===== config.mk =====
export PLATFORM = sky130hd
export DESIGN_NAME = layer_compositor
export DESIGN_NICKNAME = d
export VERILOG_FILES = /design/src/rtl/layer_compositor.sv
export SDC_FILE = /design/constraint.sdc
export NUM_CORES = 2
export LEC_CHECK = 0
export ABC_CLOCK_PERIOD_IN_PS = 85800
export CORE_UTILIZATION = 55
export DETAILED_ROUTE_END_ITERATION = 12
export PLACE_DENSITY = 0.74
export REMOVE_ABC_BUFFERS = 1
export SKIP_CTS_REPAIR_TIMING = 1
export SLEW_MARGIN = 20
export SYNTH_ARGS = -nofsm -noshare
export SYNTH_HDL_FRONTEND = slang
export SYNTH_SLANG_ARGS = --single-unit

===== constraint.sdc =====
create_clock -name Clk -period 85.8 [get_ports Clk]
set_input_delay 12.87 -clock Clk [delete_from_list [all_inputs] [get_ports Clk]]
set_output_delay 12.87 -clock Clk [all_outputs]
set_load 0.02 [all_outputs]

===== src/rtl/layer_compositor.sv =====
// Palette-based multi-layer pixel compositor: per-layer palette lookup, priority
// selection with transparency key and blinking, two-stage registered pipeline.
module layer_compositor #(
  parameter int unsigned NUM_LAYERS = 6,
  parameter int unsigned IDX_W      = 4,
  parameter logic [23:0] TRANSP_KEY = 24'hFF2FFF,
  parameter int unsigned BLINK_BIT  = 4
) (
  input  logic                          Clk,
  input  logic                          Reset,
  input  logic                          pix_valid,
  input  logic [NUM_LAYERS-1:0]         layer_hit,
  input  logic [NUM_LAYERS*IDX_W-1:0]   layer_idx,
  input  logic [NUM_LAYERS-1:0]         layer_vis,
  input  logic [NUM_LAYERS-1:0]         blink_en,
  input  logic                          vsync,
  input  logic                          pal_we,
  input  logic [$clog2(NUM_LAYERS)-1:0] pal_layer,
  input  logic [IDX_W-1:0]              pal_addr,
  input  logic [23:0]                   pal_data,
  output logic                          out_valid,
  output logic [7:0]                    VGA_R,
  output logic [7:0]                    VGA_G,
  output logic [7:0]                    VGA_B
);

  localparam int unsigned LAYER_W = $clog2(NUM_LAYERS);
  localparam int unsigned DEPTH   = 2 ** IDX_W;
  localparam int unsigned COL_W   = 24;

  logic [COL_W-1:0]      pal [NUM_LAYERS][DEPTH];
  logic                  pal_ok_c;
  logic                  vsync_q;
  logic                  vsync_prev;
  logic [7:0]            frame_cnt;
  logic                  blink_off_c;
  logic [COL_W-1:0]      col1 [NUM_LAYERS];
  logic [NUM_LAYERS-1:0] hit1;
  logic                  vld1;
  logic [COL_W-1:0]      sel_c;
  logic [COL_W-1:0]      rgb;
  logic                  unused_bg_hit_c;

  assign pal_ok_c    = {1'b0, pal_layer} < (LAYER_W + 1)'(NUM_LAYERS);
  assign blink_off_c = frame_cnt[BLINK_BIT];

  // Palette storage; out-of-range layer writes are dropped
  always_ff @(posedge Clk or posedge Reset) begin
    if (Reset) begin
      for (int l = 0; l < int'(NUM_LAYERS); l++)
        for (int e = 0; e < int'(DEPTH); e++)
          pal[l][e] <= '0;
    end else if (pal_we && pal_ok_c) begin
      pal[pal_layer][pal_addr] <= pal_data;
    end
  end

  // Frame counter advances on a rising edge of the registered vsync
  always_ff @(posedge Clk or posedge Reset) begin
    if (Reset) begin
      vsync_q    <= 1'b0;
      vsync_prev <= 1'b0;
      frame_cnt  <= '0;
    end else begin
      vsync_q    <= vsync;
      vsync_prev <= vsync_q;
      if (vsync_q && !vsync_prev)
        frame_cnt <= frame_cnt + 8'd1;
    end
  end

  // Stage 1: palette lookup (reads pre-write contents) and effective hits
  always_ff @(posedge Clk or posedge Reset) begin
    if (Reset) begin
      vld1 <= 1'b0;
      hit1 <= '0;
      for (int k = 0; k < int'(NUM_LAYERS); k++)
        col1[k] <= '0;
    end else begin
      vld1 <= pix_valid;
      hit1 <= layer_hit & layer_vis & ~(blink_en & {NUM_LAYERS{blink_off_c}});
      for (int k = 0; k < int'(NUM_LAYERS); k++)
        col1[k] <= pal[k][layer_idx[k*IDX_W +: IDX_W]];
    end
  end

  // Priority pick: lowest qualifying layer wins, background is the fallback
  always_comb begin
    sel_c = col1[NUM_LAYERS-1];
    for (int k = int'(NUM_LAYERS) - 2; k >= 0; k--) begin
      if (hit1[k] && (col1[k] != TRANSP_KEY))
        sel_c = col1[k];
    end
  end

  // The background is used unconditionally, so its hit flag never matters
  assign unused_bg_hit_c = hit1[NUM_LAYERS-1];

  // Stage 2: output register; colour holds while no pixel is valid
  always_ff @(posedge Clk or posedge Reset) begin
    if (Reset) begin
      out_valid <= 1'b0;
      rgb       <= '0;
    end else begin
      out_valid <= vld1;
      if (vld1)
        rgb <= sel_c;
    end
  end

  assign VGA_R = rgb[23:16];
  assign VGA_G = rgb[15:8];
  assign VGA_B = rgb[7:0];

endmodule


==> results.sh <==
export IMPL_irDropWorstVdd_uv=18.13
export IMPL_synth_edff_count=0
export IMPL_synth_top_area_cell="dfrtp_1"
export IMPL_skew_ns=0.04115
export IMPL_grt_busiest_layer="met2"
export IMPL_syn_inst=6602
export IMPL_met1_usage=0.3825
export IMPL_synthSimpleGateAreaFrac=0.01805
export IMPL_synth_seq_area_share=0.5637
export IMPL_synth_top_cells_by_area="dfrtp_1 56%, mux2_2 22%, mux4_2 15%"
export IMPL_crit_path_cell_trace="clkdlybuf4s50_1 > inv_8 > buf_12 > buf_4 > buf_4 > buf_4 > buf_4"
export IMPL_post_dp_hpwl_um=152400
export IMPL_final_util=0.6114
export IMPL_powerDensity_mw_per_mm2=22.38
export IMPL_period_needed_ns=17.39
export IMPL_synth_fa_ha_area_frac=0.0001134
export IMPL_syn_to_final_growth_pct=10.50
export IMPL_critical_path_class="primary input to async pin"
export IMPL_cts_num_sinks=2486
export IMPL_worst_r2r_cell_count=7
export IMPL_crit_path_start="Reset"
export IMPL_synth_top_family_by_area="multiplexers"
export IMPL_timing_rr_end="rgb[23]$_DFFE_PP0P_"
export IMPL_whs_ns=0.3703
export IMPL_synth_ff_type="dfrtp_1"
export IMPL_placed_area_sq_mm=0.1127
export IMPL_cp_required_ns=86.69
export IMPL_synth_top_area_frac=0.5637
export IMPL_cap_violations=0
export IMPL_ys_seq_elements=2486
export IMPL_hp_class="flop to flop"
export IMPL_clockBufferDepth=4
export IMPL_clkTransAtPathRegs_ns=0.06
export IMPL_port_buffer_count=99
export IMPL_core_sq_mm=0.1995
export IMPL_fin_crit_sh=0.2027
export IMPL_status="finished clean"
export IMPL_synth_area_per_cell_sq_um=16.72
export IMPL_drtIter0Drc=4733
export IMPL_grt_use_met3=0.04985
export IMPL_critPathMostFrequentCell="buf_4"
export IMPL_synth_compound_area_frac=0.007664
export IMPL_maxSlewViolCount=0
export IMPL_fillCellCount=14451
export IMPL_gp_congestion=0.9575
export IMPL_route_detailed_drc=0
export IMPL_max_freq_mhz=57.50
export IMPL_hold_viol=0
export IMPL_synth_cell_types=53
export IMPL_multi_input_area_sq_mm=0.04519
export IMPL_tns_ns=0
export IMPL_worstSetupStartpointType="primary input"
export IMPL_r2r_slack_ns=82.05
export IMPL_endpoint_kind="async pin"
export IMPL_drtAntennaViolNets=0
export IMPL_final_seq_area_sq_mm=0.06221
export IMPL_routed_wl_um=275600
export IMPL_avgRoutedWirePerCell_um=29.57
export IMPL_final_cell_area_sq_mm=0.1219
export IMPL_clock_latency_ns=0.93
export IMPL_leakagePower_nw=58.26
export IMPL_cts_tree="built"
export IMPL_synth_xor_area_frac=0.0003175
export IMPL_rsz0062_at_grt="no"
export IMPL_use_met2=0.4349
export IMPL_ys_warnings_count=0
export IMPL_dieArea_sq_mm=0.2024
export IMPL_initial_core_util=0.5533
export IMPL_async_reset_ff_frac=1.000
export IMPL_cts_root_buffer="clkbuf_16"
export IMPL_grt_max_degree=188
export IMPL_drive_above_1_share=0.5371
export IMPL_nets=6545
export IMPL_htreeDepth=5
export IMPL_arrival_ns=18.29
export IMPL_place_ws_ns=67.09
export IMPL_grt_util_all_layers=0.2780
export IMPL_cp_endpoint="pal[1347]$_DFFE_PP0P_"
export IMPL_relSlewSlack=0.2242
export IMPL_io_pins=103
export IMPL_vias_per_cell=6.416
export IMPL_firstDrtPassIters=5
export IMPL_die_h_um=449.9
export IMPL_antenna_found_initial=17
export IMPL_die_w_um=449.9
export IMPL_num_vias=59803
export IMPL_slowest_stage="buf_4"
export IMPL_num_rows=164
export IMPL_rr_startpoint="col1[115]$_DFF_PP0_"
export IMPL_grt_pass1_vias=63890
export IMPL_grt_pass1_wl_um=417900
export IMPL_layout_setup_ws_ns=68.41
export IMPL_critPathMaxStageDelay_ns=0.89
export IMPL_grt_overflow_total=0
export IMPL_setup_viol=0
export IMPL_tightest_slew_ns=1.161
export IMPL_numCtsBuffers=277
export IMPL_crit_fanout=170
export IMPL_muxShareOfSynthArea=0.3824
export IMPL_syn_area_sq_mm=0.1104
-- Yosys cell counts (all sizes together), types with 2 or more instances --
master   count
mux4       720
nor4        10
nand2      109
and2         3
o211ai      19
mux2      2305
o2111ai     20
nand3       35
a221oi      21
or4          2
inv          2
dfrtp     2486
o31ai        2
xnor2        3
nor2        34
nand4b       5
o21ai        9
nand4       26
mux2i        3
nand4bb      5
buf        271
nand3b      10
o22ai       16
or3          6
and3b        2
clkbuf     386
nand2b      32
a21oi       30
nor3        20
-- worst max-delay path: cells and delay by family --
kind                   cells  cell delay [ns]
buffers and inverters      7             5.08
-- where the power goes --
group          leakage, nW  switching [mW]  internal [mW]
clock                 4.39           0.462          0.705
combinational         20.0           0.118          0.125
sequential            33.9          0.0575           1.26
-- layout by cell type (no fill, tap or decap), types with 6 or more instances in the layout --
| cell | n |
|---|---|
| buf_16 | 7 |
| nand3b_1 | 9 |
| buf_12 | 9 |
| buf_4 | 148 |
| clkinv_2 | 28 |
| buf_6 | 16 |
| nor4_4 | 7 |
| a221oi_1 | 21 |
| nand2b_1 | 32 |
| nand2_1 | 97 |
| clkinvlp_4 | 6 |
| mux2_1 | 102 |
| nand4_1 | 26 |
| nor2_4 | 6 |
| nor2_1 | 11 |
| clkbuf_1 | 64 |
| clkbuf_8 | 64 |
| a21oi_1 | 29 |
| clkbuf_16 | 284 |
| or3_1 | 6 |
| nand3_1 | 35 |
| nand2_2 | 12 |
| o22ai_1 | 16 |
| o211ai_1 | 19 |
| clkdlybuf4s50_1 | 57 |
| dfrtp_1 | 2486 |
| nor3_4 | 8 |
| nor2_8 | 14 |
| mux2_2 | 2203 |
| o2111ai_1 | 20 |
| bufinv_16 | 15 |
| diode_2 | 11 |
| mux4_2 | 720 |
| o21ai_0 | 9 |
| nor3_1 | 7 |
-- routing by layer --
layer,wire (um),vias up
met1,114500,33085
met3,15270,561
met2,132200,1733
met4,13680,0
met5,0,-
li1,-,24424
-- registers in the layout (all words and copies together) (netlist names) --
name        count
col1          144
frame_cnt       5
hit1            5
out_valid       1
pal          2304
rgb            24
vld1            1
vsync_prev      1
vsync_q         1
-- area by class of cell --
cell class / instances / area share
clock inverters: 55 / 0.005705
flip-flops and latches: 2486 / 0.5101
repair buffers: 242 / 0.01853
multi-input cells: 3457 / 0.3706
inverters: 2 / 0.0001231
clock buffers: 412 / 0.06747
well taps: 2656 / 0.02725
diodes: 11 / 0.0002257
-- how the worst min path moves through the flow --
stage | start | end | slack, ns | cells after the start
after global placement | vsync_q$_DFF_PP0_ | vsync_prev$_DFF_PP0_ | 0.36 | 0
final | vsync_q$_DFF_PP0_ | vsync_prev$_DFF_PP0_ | 0.37 | 0
after global routing | vsync_q$_DFF_PP0_ | vsync_prev$_DFF_PP0_ | 0.39 | 0
after floorplan | vsync_q$_DFF_PP0_ | vsync_prev$_DFF_PP0_ | 0.35 | 0
after CTS | vsync_q$_DFF_PP0_ | vsync_prev$_DFF_PP0_ | 0.38 | 0
after detailed placement | vsync_q$_DFF_PP0_ | vsync_prev$_DFF_PP0_ | 0.36 | 0
-- logic make-up after synthesis --
| group | after synthesis |
|---|---|
| AO/OA/AOI/OAI | 120 |
| XOR/XNOR | 4 |
| adder cells (fa/ha/maj) | 1 |
| buffers and inverters | 659 |
| flip-flops | 2486 |
| multiplexers | 3028 |
| AND/OR/NAND/NOR | 304 |
-- through the flow --
step,instances,power [mW]
after floorplan,5945,1.481
after detailed placement,8834,1.579
after global placement,8833,1.565
final,9321,2.729
after CTS,9301,2.747
after global routing,9316,2.822
Note: power is estimated with default switching activity, not from simulation.
